===== config.mk =====
export PLATFORM = sky130hd
export DESIGN_NAME = nibble_serial_addsub
export DESIGN_NICKNAME = d
export VERILOG_FILES = /design/src/rtl/nibble_serial_addsub.sv
export SDC_FILE = /design/constraint.sdc
export NUM_CORES = 1
export LEC_CHECK = 0
export CORE_MARGIN = 4
export CORE_UTILIZATION = 35
export CTS_BUF_LIST = sky130_fd_sc_hd__clkbuf_16
export CTS_CLUSTER_DIAMETER = 200
export CTS_CLUSTER_SIZE = 10
export DETAILED_ROUTE_END_ITERATION = 8
export DONT_BUFFER_PORTS = 1
export HOLD_SLACK_MARGIN = 0.15
export PLACE_DENSITY = 0.58
export SYNTH_ARGS = -nofsm -noshare
export SYNTH_HDL_FRONTEND = slang
export SYNTH_SLANG_ARGS = --single-unit

===== constraint.sdc =====
create_clock -name clk -period 4.6 [get_ports clk]
set_input_delay 1.15 -clock clk [delete_from_list [all_inputs] [get_ports clk]]
set_output_delay 1.15 -clock clk [all_outputs]
set_load 0.03 [all_outputs]

===== src/rtl/nibble_serial_addsub.sv =====
// Nibble-serial two's-complement add/sub: one 4-bit slice per clock, ripple
// carry held in a register, V/N/Z flags and optional saturation on overflow.

// 4-bit add slice with carry in/out; subtraction is handled by the caller
// feeding ~b and carry-in = 1.
module nibble_addsub_slice (
  input  logic [3:0] a,
  input  logic [3:0] b,
  input  logic       cin,
  output logic [3:0] s,
  output logic       cout
);
  assign {cout, s} = {1'b0, a} + {1'b0, b} + {4'b0, cin};
endmodule

module nibble_serial_addsub #(
  parameter int WIDTH    = 16,
  parameter int SATURATE = 1
) (
  input  logic             clk,
  input  logic             rst_n,
  input  logic             in_valid,
  output logic             in_ready,
  input  logic [WIDTH-1:0] a,
  input  logic [WIDTH-1:0] b,
  input  logic             sub,
  output logic             out_valid,
  input  logic             out_ready,
  output logic [WIDTH-1:0] result,
  output logic             flag_v,
  output logic             flag_n,
  output logic             flag_z,
  output logic             busy
);
  localparam int NIB  = WIDTH / 4;
  localparam int IDXW = (NIB > 1) ? $clog2(NIB) : 1;

  typedef enum logic [1:0] {IDLE, RUN, DONE} state_t;

  state_t            state_q, state_d;
  logic [WIDTH-1:0]  a_q, a_d;
  logic [WIDTH-1:0]  b_q, b_d;       // already inverted for subtract
  logic [WIDTH-1:0]  result_q, result_d;
  logic              carry_q, carry_d;
  logic [IDXW-1:0]   idx_q, idx_d;
  logic              flag_v_q, flag_v_d;
  logic              flag_n_q, flag_n_d;
  logic              flag_z_q, flag_z_d;

  logic [3:0]        nib_s;
  logic              nib_c;
  logic              raw_v;
  logic [WIDTH-1:0]  final_res;

  // Single shared slice; the operand nibbles are selected by idx.
  nibble_addsub_slice u_slice (
    .a    (a_q[{idx_q, 2'b00} +: 4]),
    .b    (b_q[{idx_q, 2'b00} +: 4]),
    .cin  (carry_q),
    .s    (nib_s),
    .cout (nib_c)
  );

  // Next-state and datapath update for the IDLE -> RUN -> DONE sequence.
  always_comb begin
    state_d   = state_q;
    a_d       = a_q;
    b_d       = b_q;
    result_d  = result_q;
    carry_d   = carry_q;
    idx_d     = idx_q;
    flag_v_d  = flag_v_q;
    flag_n_d  = flag_n_q;
    flag_z_d  = flag_z_q;
    raw_v     = 1'b0;
    final_res = '0;
    case (state_q)
      IDLE: begin
        if (in_valid) begin
          a_d     = a;
          b_d     = sub ? ~b : b;
          carry_d = sub;            // +1 completes the two's-complement negate
          idx_d   = '0;
          state_d = RUN;
        end
      end
      RUN: begin
        result_d[{idx_q, 2'b00} +: 4] = nib_s;
        carry_d = nib_c;
        idx_d   = idx_q + 1'b1;
        if (idx_q == IDXW'(NIB - 1)) begin
          // Top nibble: carry out is dropped, overflow judged on sign bits.
          raw_v     = (a_q[WIDTH-1] == b_q[WIDTH-1]) && (nib_s[3] != a_q[WIDTH-1]);
          final_res = result_d;
          if (SATURATE != 0 && raw_v)
            final_res = a_q[WIDTH-1] ? {1'b1, {(WIDTH-1){1'b0}}}
                                     : {1'b0, {(WIDTH-1){1'b1}}};
          result_d  = final_res;
          flag_v_d  = raw_v;
          flag_n_d  = final_res[WIDTH-1];
          flag_z_d  = (final_res == '0);
          idx_d     = '0;
          state_d   = DONE;
        end
      end
      DONE: begin
        if (out_ready) state_d = IDLE;
      end
      default: state_d = IDLE;
    endcase
  end

  // State and datapath registers; reset aborts any operation in flight.
  always_ff @(posedge clk or negedge rst_n) begin
    if (!rst_n) begin
      state_q  <= IDLE;
      a_q      <= '0;
      b_q      <= '0;
      result_q <= '0;
      carry_q  <= 1'b0;
      idx_q    <= '0;
      flag_v_q <= 1'b0;
      flag_n_q <= 1'b0;
      flag_z_q <= 1'b0;
    end else begin
      state_q  <= state_d;
      a_q      <= a_d;
      b_q      <= b_d;
      result_q <= result_d;
      carry_q  <= carry_d;
      idx_q    <= idx_d;
      flag_v_q <= flag_v_d;
      flag_n_q <= flag_n_d;
      flag_z_q <= flag_z_d;
    end
  end

  assign in_ready  = (state_q == IDLE);
  assign out_valid = (state_q == DONE);
  assign busy      = (state_q != IDLE);
  assign result    = result_q;
  assign flag_v    = flag_v_q;
  assign flag_n    = flag_n_q;
  assign flag_z    = flag_z_q;

endmodule


==> results.md, run 1 <==
* Synth async-reset ratio at 1.00
* Initial antenna violation count at 0
* Placed cell areas at 3300 µm²
* Startpoint Class: register
* # hold bufs at CTS at 0
* Area growth syn-to-layout at 7.12%
* Clk slew on worst S/H paths at 0.07 ns
* Filler Cell Count at 883
* Synth warnings at 0
* Slew margin rel. at 0.376
* Critical Path Fanout Max at 6
* Yosys top cell by area: dfrtp_1
* Dpl cells at 404
* Synth Flop Type: dfrtp_1
* Largest cells by area after synthesis: dfrtp_1, mux2_2, mux4_2
* Routability Congestion at 0.900
* CTS buffer count at 5
* Synthesis-stage register bit count at 56
* Largest net degree at the start of global routing at 57
* Non-Filler Instances at 412
* First-pass GRT wire length at 12,900 µm
* Number of synthesized flops with an enable pin at 0
* Fmax at 312 MHz
* Cell Area, Synth at 3240 µm²
* Critical path arrival at 3.41 ns
* Max H-tree Level at 2
* Slew Limit Fails at 0
* Final Hold Fails at 0
* Mapped Cells at 314
* Number of distinct library cells after synthesis at 59
* Setup Fix Bufs, Post-CTS at 0
* Unrepaired setup endpoints after global routing: false
* Vias in the first global route at 2,401
* Final WL at 7760 µm
* Max-Cap Viols at 0
* Nets at 351
* Resized cells post-CTS at 0
* DP Wirelength at 5690 µm
* Global Route Usage Sum at 0.148
* Die area at 10,800 µm²
* WP data required at 4.80 ns
* Starting DRC count in detailed routing at 75
* WL per Instance at 18.8 µm
* Clock Latency Late Sink at 0.30 ns
* Ant diodes at 0
* Post-synthesis sequential area ratio at 0.433
* Status: completed
* Clk sink count at 56
* FF-to-FF setup slack at 1.40 ns
* Boundary Pins at 59
* Gr ovfl total at 0
* CTS Buffer Depth at 2
* Average cell area after synthesis at 10.3 µm²
* Worst hold margin at 0.489 ns
* Syn Nets at 362
* Fin crit share at 0.697
* Endpoints failing setup at 0
* Initial Util at 0.366
* Antenna viol nets, final at 0
* CTS root buf: clkbuf_16
* Setup TNS at 0 ns
* Critical setup path kind: reg -> reg
* Final instance area at 3470 µm²
* Chip height at 104 µm
* Layout cells sized above 1 at 0.145
* Via density at 5.71
* CTS tree: yes
* Least-Margin Pin Slew at 0.934 ns
* Worst setup EP type: register
* Top-area cell type share of the netlist area at 0.433
* # DRC at 0
* Rows at 34
* Period minus WS final at 3.20 ns
* PortBufs at 0
* Drt pass-1 iters at 4
* Worst hold path class: reg -> reg
* Core area at 8850 µm²
* Clock Skew at 0.00681 ns
* Via count at 2,353
* Die X at 104 µm
## worst paths after layout
path | start | endpoint | cells after the start
max | idx_q[0] | flag_z | 9
min | b_q[10] | b_q[10] | 2
max reg2reg | idx_q[0] | flag_z | 9
min reg2reg | b_q[10] | b_q[10] | 2
max in group asynchronous | rst_n | a_q[1] | 0
min in group asynchronous | rst_n | b_q[1] | 0
## cells in the mapped netlist (all sizes together), types with 2 or more instances
| master | instances |
|---|---|
| mux2 | 16 |
| a2111oi | 2 |
| nor3 | 3 |
| o2bb2ai | 4 |
| a221oi | 2 |
| ha | 9 |
| o31ai | 2 |
| o22ai | 7 |
| and3 | 2 |
| buf | 5 |
| xnor2 | 16 |
| fa | 2 |
| nand3 | 3 |
| or2b | 2 |
| dfrtp | 56 |
| o211ai | 2 |
| nand2 | 32 |
| a31oi | 4 |
| a211oi | 2 |
| nand2b | 2 |
| inv | 18 |
| o21a | 2 |
| mux2i | 3 |
| mux4 | 8 |
| xor2 | 2 |
| and2 | 2 |
| o21ai | 30 |
| a21o | 3 |
| nand4bb | 2 |
| a21oi | 13 |
| nor2 | 21 |
| nor2b | 4 |
| a32o | 2 |
| clkbuf | 14 |
| nor3b | 2 |
## area by class of cell
class | count | area (µm²) | area share
clock buffers | 5 | 125 | 0.0361
clock inverters | 3 | 42.5 | 0.0123
inverters | 18 | 67.6 | 0.0195
multi-input cells | 221 | 1690 | 0.487
repair buffers | 1 | 7.51 | 0.00217
flip-flops and latches | 56 | 1400 | 0.404
well taps | 108 | 135 | 0.0390
## layer usage
metal | wire length (µm) | global-route usage | share of wire | vias to the layer above
met1 | 3520 | 0.200 | 0.45 | 1160
met2 | 3530 | 0.229 | 0.45 | 87
li1 | - | - | - | 1098
met3 | 629 | 0.0478 | 0.081 | 8
met4 | 75 | 0.0408 | 0.0097 | 0
met5 | 0 | 0 | 0 | -
## metrics by stage
step	setup slack, ns	util
after floorplan	1.34	-
final	1.40	0.392
after detailed placement	1.42	0.373
after CTS	1.37	0.392
after global placement	1.47	0.373
after global routing	1.20	0.392
## cell usage in the layout, fill, tap and decap left out, types with 4 or more instances in the layout
master,n
nor2b_1,4
inv_1,19
ha_1,9
nand2_1,31
clkbuf_16,5
a21oi_1,12
xnor2_1,16
mux2_2,16
o21ai_0,28
o2bb2ai_1,4
nor2_1,20
mux4_2,8
o22ai_1,7
a31oi_1,4
dfrtp_1,56
## critical path, stage by stage, from the launching register on
cell and delay, ns:
dfrtp_1 0.53, mux4_2 0.56, fa_1 0.43, inv_1 0.08, fa_1 0.26, xor2_2 0.32, nand2_2 0.11, a2111oi_2 0.36
o2111ai_1 0.19, o32ai_2 0.26
## state kept, by name, summed over array words and instances, names as in the netlist
name / cells
idx_q: 2
flag_z: 1
flag_n: 1
a_q: 16
b_q: 16
state_q: 2
carry_q: 1
result: 16
flag_v: 1
## kinds of logic (layout without fill, tap and decap cells)
family / after synthesis / count (layout) / share of synthesized area
flops: 56 / 56 / 0.433
xor+xnor: 18 / 18 / 0.0510
fa+ha+maj: 11 / 11 / 0.0472
simple gates: 80 / 80 / 0.126
buf+inv: 37 / 27 / 0.0456
compound gates: 85 / 85 / 0.176
mux: 27 / 27 / 0.121
Power of run 1 is left out: the tool's default activity adds up to more than one toggle a clock period on the data nets, which glitch-free logic cannot reach.
==> run 2: changes to the inputs <==
clock period = 3 ns   (was 4.6 ns; I/O delays follow)
==> results.md, run 2 (synthesis gave the netlist of run 1 again) <==
* Status: completed
* Highest-count cells in the layout ignoring fill and taps: dfrtp_1, nand2_1, o21ai_0
* Clk sink count at 56 (unchanged)
* WP data required at 3.20 ns (-1.60 ns)
* Most frequent CP cell: fa_2
* Largest net degree at the start of global routing at 57 (unchanged)
* FF-to-FF setup slack at 0.11 ns (-1.29 ns)
* PortBufs at 0 (unchanged)
* CTS tree: yes
* Worst path slowest cell: mux4_2
* Core area at 8850 µm² (unchanged)
* Reg-to-Reg End: flag_z
* Slew margin rel. at 0.451 (+0.0748)
* CTS Buffer Depth at 2 (unchanged)
* Clock Latency Late Sink at 0.29 ns (about the same)
* Vias in the first global route at 2,413 (+0.50%)
* Crit-path cells: mux4_2, fa_2, inv_2, fa_2, xor2_4, nand2_2, a2111oi_4, o2111ai_2, o32ai_2
* Endpoints failing setup at 0 (unchanged)
* Critical Path Fanout Max at 5 (-1)
* Boundary Pins at 59 (unchanged)
* Unrepaired setup endpoints after global routing: true
* # DRC at 0 (unchanged)
* Initial Util at 0.366 (unchanged)
* Fin crit share at 0.964 (+0.267)
* Antenna viol nets, final at 0 (unchanged)
* Startpoint Class: register
* Slew Limit Fails at 0 (unchanged)
* Least-Margin Pin Slew at 0.823 ns (-0.110 ns)
* First-pass GRT wire length at 13,100 µm (+1.3%)
* Worst hold margin at 0.321 ns (-0.167 ns)
* Worst hold path class: in -> async
* Max-Cap Viols at 0 (unchanged)
* Layout cells sized above 1 at 0.217 (+0.0727)
* Fmax at 346 MHz (+11%)
* Starting DRC count in detailed routing at 119 (+59%)
* Critical path arrival at 3.09 ns (-0.32 ns)
* Clk slew on worst S/H paths at 0.07 ns (about the same)
* Clock Skew at 0.00710 ns (+0.000282 ns)
* Die X at 104 µm (unchanged)
* Final Hold Fails at 0 (unchanged)
* Via count at 2,381 (+1.2%)
* Drt pass-1 iters at 5 (+1)
* Filler Cell Count at 891 (+0.91%)
* Gr ovfl total at 0 (unchanged)
* Chip height at 104 µm (unchanged)
* R2R cell count at 9 (unchanged)
* Crit. Startpoint: idx_q[0]
* CTS root buf: clkbuf_16
* Setup TNS at 0 ns (unchanged)
* Critical setup path kind: reg -> reg
* Rows at 34 (unchanged)
* Critical Path End: flag_z
* Ant diodes at 0 (unchanged)
* CTS buffer count at 5 (unchanged)
* Initial antenna violation count at 0 (unchanged)
* DP Wirelength at 5900 µm (+3.6%)
* Final core utilization at 0.413 (+0.0211)
* Routability Congestion at 0.836 (-7.1%)
* WL per Instance at 18.3 µm (-2.9%)
* Slowest stage delay, CP at 0.55 ns (about the same)
* Die area at 10,800 µm² (unchanged)
* DP Worst Slack at -0.0458 ns (-1.47 ns)
* Global Route Usage Sum at 0.150 (+0.00162)
* Nets at 369 (+5.1%)
* Via density at 5.54 (-3.0%)
* Reg-to-Reg Start: idx_q[0]
* Area growth syn-to-layout at 12.9%
* Most common cell after layout, fill and taps aside: dfrtp_1
* Final WS setup at 0.108 ns (-1.29 ns)
* Worst setup EP type: register
* Final WL at 7860 µm (+1.3%)
* Max H-tree Level at 2 (unchanged)
* Period minus WS final at 2.89 ns (-0.313 ns)
-- run 2: per-layer routing --
metal	vias to the layer above	global-route usage	routed length, µm	share of wire
met2	79	0.223	3540	0.45
met3	11	0.0410	532	0.068
met5	-	0	0	0
li1	1141	-	-	-
met4	0	0.0370	90	0.011
met1	1150	0.216	3690	0.47
-- run 2: stage by stage --
stage,instance area [µm²],cells
4_1_cts,3610,429
6_report,3650,430
3_5_place_dp,3420,420
5_1_grt,3650,430
3_3_place_gp,3420,420
2_1_floorplan,3260,314
-- run 2: timing repair --
item / 4_1_cts / 5_1_grt
pin swaps: 0 / 4
endpoints found under the setup margin: 1 / 17
hold buffers: 1 / 0
endpoints found under the hold margin: 56 / 0
resized for setup: 2 / 6
buffers inserted: 0 / 1
-- run 2: layout make-up --
class | instances | area [µm²] | area share
multi-input cells | 221 | 1740 | 0.476
flip-flops and latches | 56 | 1400 | 0.384
repair buffers | 19 | 163 | 0.0445
well taps | 108 | 135 | 0.0370
clock buffers | 5 | 125 | 0.0343
inverters | 18 | 67.6 | 0.0185
clock inverters | 3 | 20.0 | 0.00548
-- run 2: how the worst min path moves through the flow --
| stage | cells after the start | to |
|---|---|---|
| after floorplan | 2 | b_q[10] |
| after global placement | 0 | flag_v |
| after detailed placement | 0 | flag_v |
| after CTS | 1 | state_q[1] |
| after global routing | 1 | state_q[1] |
| final | 1 | b_q[5] |
-- run 2: worst max-delay path, delay by kind of cell, from the launching register on --
kind                       cells  cell delay (ns)
muxes                          1             0.55
and+or+nand+nor                1             0.09
buffers and inverters          1             0.06
xor gates and xnor gates       1             0.20
AOI/OAI and AO/OA              3             0.81
adders and majority gates      2             0.64
DFF                            1             0.43
Power of run 2 is left out for the same reason.
==> run 3: changes to the inputs <==
SKIP_CTS_REPAIR_TIMING = 1   (was unset)
TNS_END_PERCENT = 1   (was unset)
==> results.md, run 3 (synthesis gave the netlist of run 1 again) <==
* FF-to-FF setup slack at 0.11 ns (about the same)
* Dpl cells at 420 (unchanged)
* Area growth syn-to-layout at 12.9% (unchanged)
* Fin crit share at 0.964 (about the same)
* Unrepaired setup endpoints after global routing: true
* Vias in the first global route at 2,405 (-0.33%)
* Reg-to-Reg End: flag_z
* Initial antenna violation count at 0 (unchanged)
* Nets at 369 (unchanged)
* Critical Path Fanout Max at 5 (unchanged)
* Period minus WS final at 2.89 ns (+0.00111 ns)
* Clk slew on worst S/H paths at 0.07 ns (about the same)
* Final core utilization at 0.413 (unchanged)
* Final Hold Fails at 0 (unchanged)
* Worst hold path class: in -> async
* Clock Skew at 0.00683 ns (-0.000271 ns)
* R2R cell count at 9 (unchanged)
* Max-Cap Viols at 0 (unchanged)
* Final WL at 7870 µm (+0.13%)
* Least-Margin Pin Slew at 0.808 ns (-0.0157 ns)
* Crit-path cells: mux4_2, fa_2, inv_2, fa_2, xor2_4, nand2_2, a2111oi_4, o2111ai_2, o32ai_2
* Endpoints failing setup at 0 (unchanged)
* Worst path slowest cell: mux4_2
* Chip height at 104 µm (unchanged)
* GR Util met3 at 0.0416 (+0.000621)
* Slew margin rel. at 0.462 (+0.0105)
* WP data required at 3.20 ns (about the same)
* Initial Util at 0.366 (unchanged)
* Reg-to-Reg Start: idx_q[0]
* Status: completed
* DP Wirelength at 5900 µm (unchanged)
* # DRC at 0 (unchanged)
* Max H-tree Level at 2 (unchanged)
* Via density at 5.53 (about the same)
* Routability Congestion at 0.836 (unchanged)
* CTS buffer count at 5 (unchanged)
* Crit. Startpoint: idx_q[0]
* Worst setup EP type: register
* Layout cells sized above 1 at 0.217 (unchanged)
* Global-route track usage on met2 at 0.221 (-0.00139)
* Most frequent CP cell: fa_2
* PortBufs at 0 (unchanged)
* CTS root buf: clkbuf_16
* Most common cell after layout, fill and taps aside: dfrtp_1
* Critical Path End: flag_z
* Slew Limit Fails at 0 (unchanged)
* Starting DRC count in detailed routing at 117 (-1.7%)
* Die X at 104 µm (unchanged)
* Highest-count cells in the layout ignoring fill and taps: dfrtp_1, nand2_1, o21ai_0
* Non-Filler Instances at 430 (unchanged)
* WL per Instance at 18.3 µm (+0.13%)
* Critical setup path kind: reg -> reg
* First-pass GRT wire length at 13,100 µm (-0.42%)
* Global Route Usage Sum at 0.149 (-0.000773)
* Boundary Pins at 59 (unchanged)
* Via count at 2,380 (-0.042%)
* Fmax at 346 MHz (about the same)
* GR peak layer: met2
* Clock Latency Late Sink at 0.29 ns (about the same)
* Ant diodes at 0 (unchanged)
* Startpoint Class: register
* CTS Buffer Depth at 2 (unchanged)
* Gr ovfl total at 0 (unchanged)
* Antenna viol nets, final at 0 (unchanged)
* CTS tree: yes
* Drt pass-1 iters at 4 (-1)
* Critical path arrival at 3.09 ns (about the same)
* Clk sink count at 56 (unchanged)
* Rows at 34 (unchanged)
* Slowest stage delay, CP at 0.55 ns (about the same)
* Core area at 8850 µm² (unchanged)
* Die area at 10,800 µm² (unchanged)
* GR Util met1 at 0.214 (-0.00149)
* Largest net degree at the start of global routing at 57 (unchanged)
[run 3: cell counts in the layout (fill, tap and decap cells not counted)]
Identical to the previous run, type by type.
[run 3: per-layer routing]
layer / routed length, µm / part of all wire / vias to the layer above
met5: 0 / 0 / -
met4: 96 / 0.012 / 0
met3: 514 / 0.065 / 11
met2: 3510 / 0.45 / 77
met1: 3750 / 0.48 / 1152
li1: - / - / 1140
[run 3: worst min path at each step]
stage	slack, ns	endpoint	cells after the start
floorplan	0.44	b_q[10]	2
global route	0.33	state_q[1]	1
finish	0.32	b_q[11]	1
global placement	0.46	flag_v	0
CTS	0.14	b_q[12]	0
detailed placement	0.46	flag_v	0
[run 3: critical path, delay by kind of cell (launching register included)]
kind                       cells  cell delay (ns)
xor gates and xnor gates       1             0.20
and+or+nand+nor                1             0.09
buffers and inverters          1             0.06
DFF                            1             0.43
muxes                          1             0.55
AOI/OAI and AO/OA              3             0.81
adders and majority gates      2             0.64
[run 3: through the flow]
step,hold WS [ns],TNS [ns],instance area (µm²),worst slack (ns)
4_1_cts,0.138,-0.0761,3570,-0.0761
3_5_place_dp,0.456,-0.0458,3420,-0.0458
6_report,0.319,0,3650,0.107
3_3_place_gp,0.456,-0.0224,3420,-0.0224
5_1_grt,0.327,-0.0446,3650,-0.0446
2_1_floorplan,0.445,-0.0101,3260,-0.0101
[run 3: final cells by class]
class	count	area, µm²
Fill cell	892	5200
Multi-Input combinational cell	221	1740
Sequential cell	56	1400
Timing Repair Buffer	19	163
Tap cell	108	135
Clock buffer	5	125
Inverter	18	67.6
Clock inverter	3	20.0
Power of run 3 is left out for the same reason.
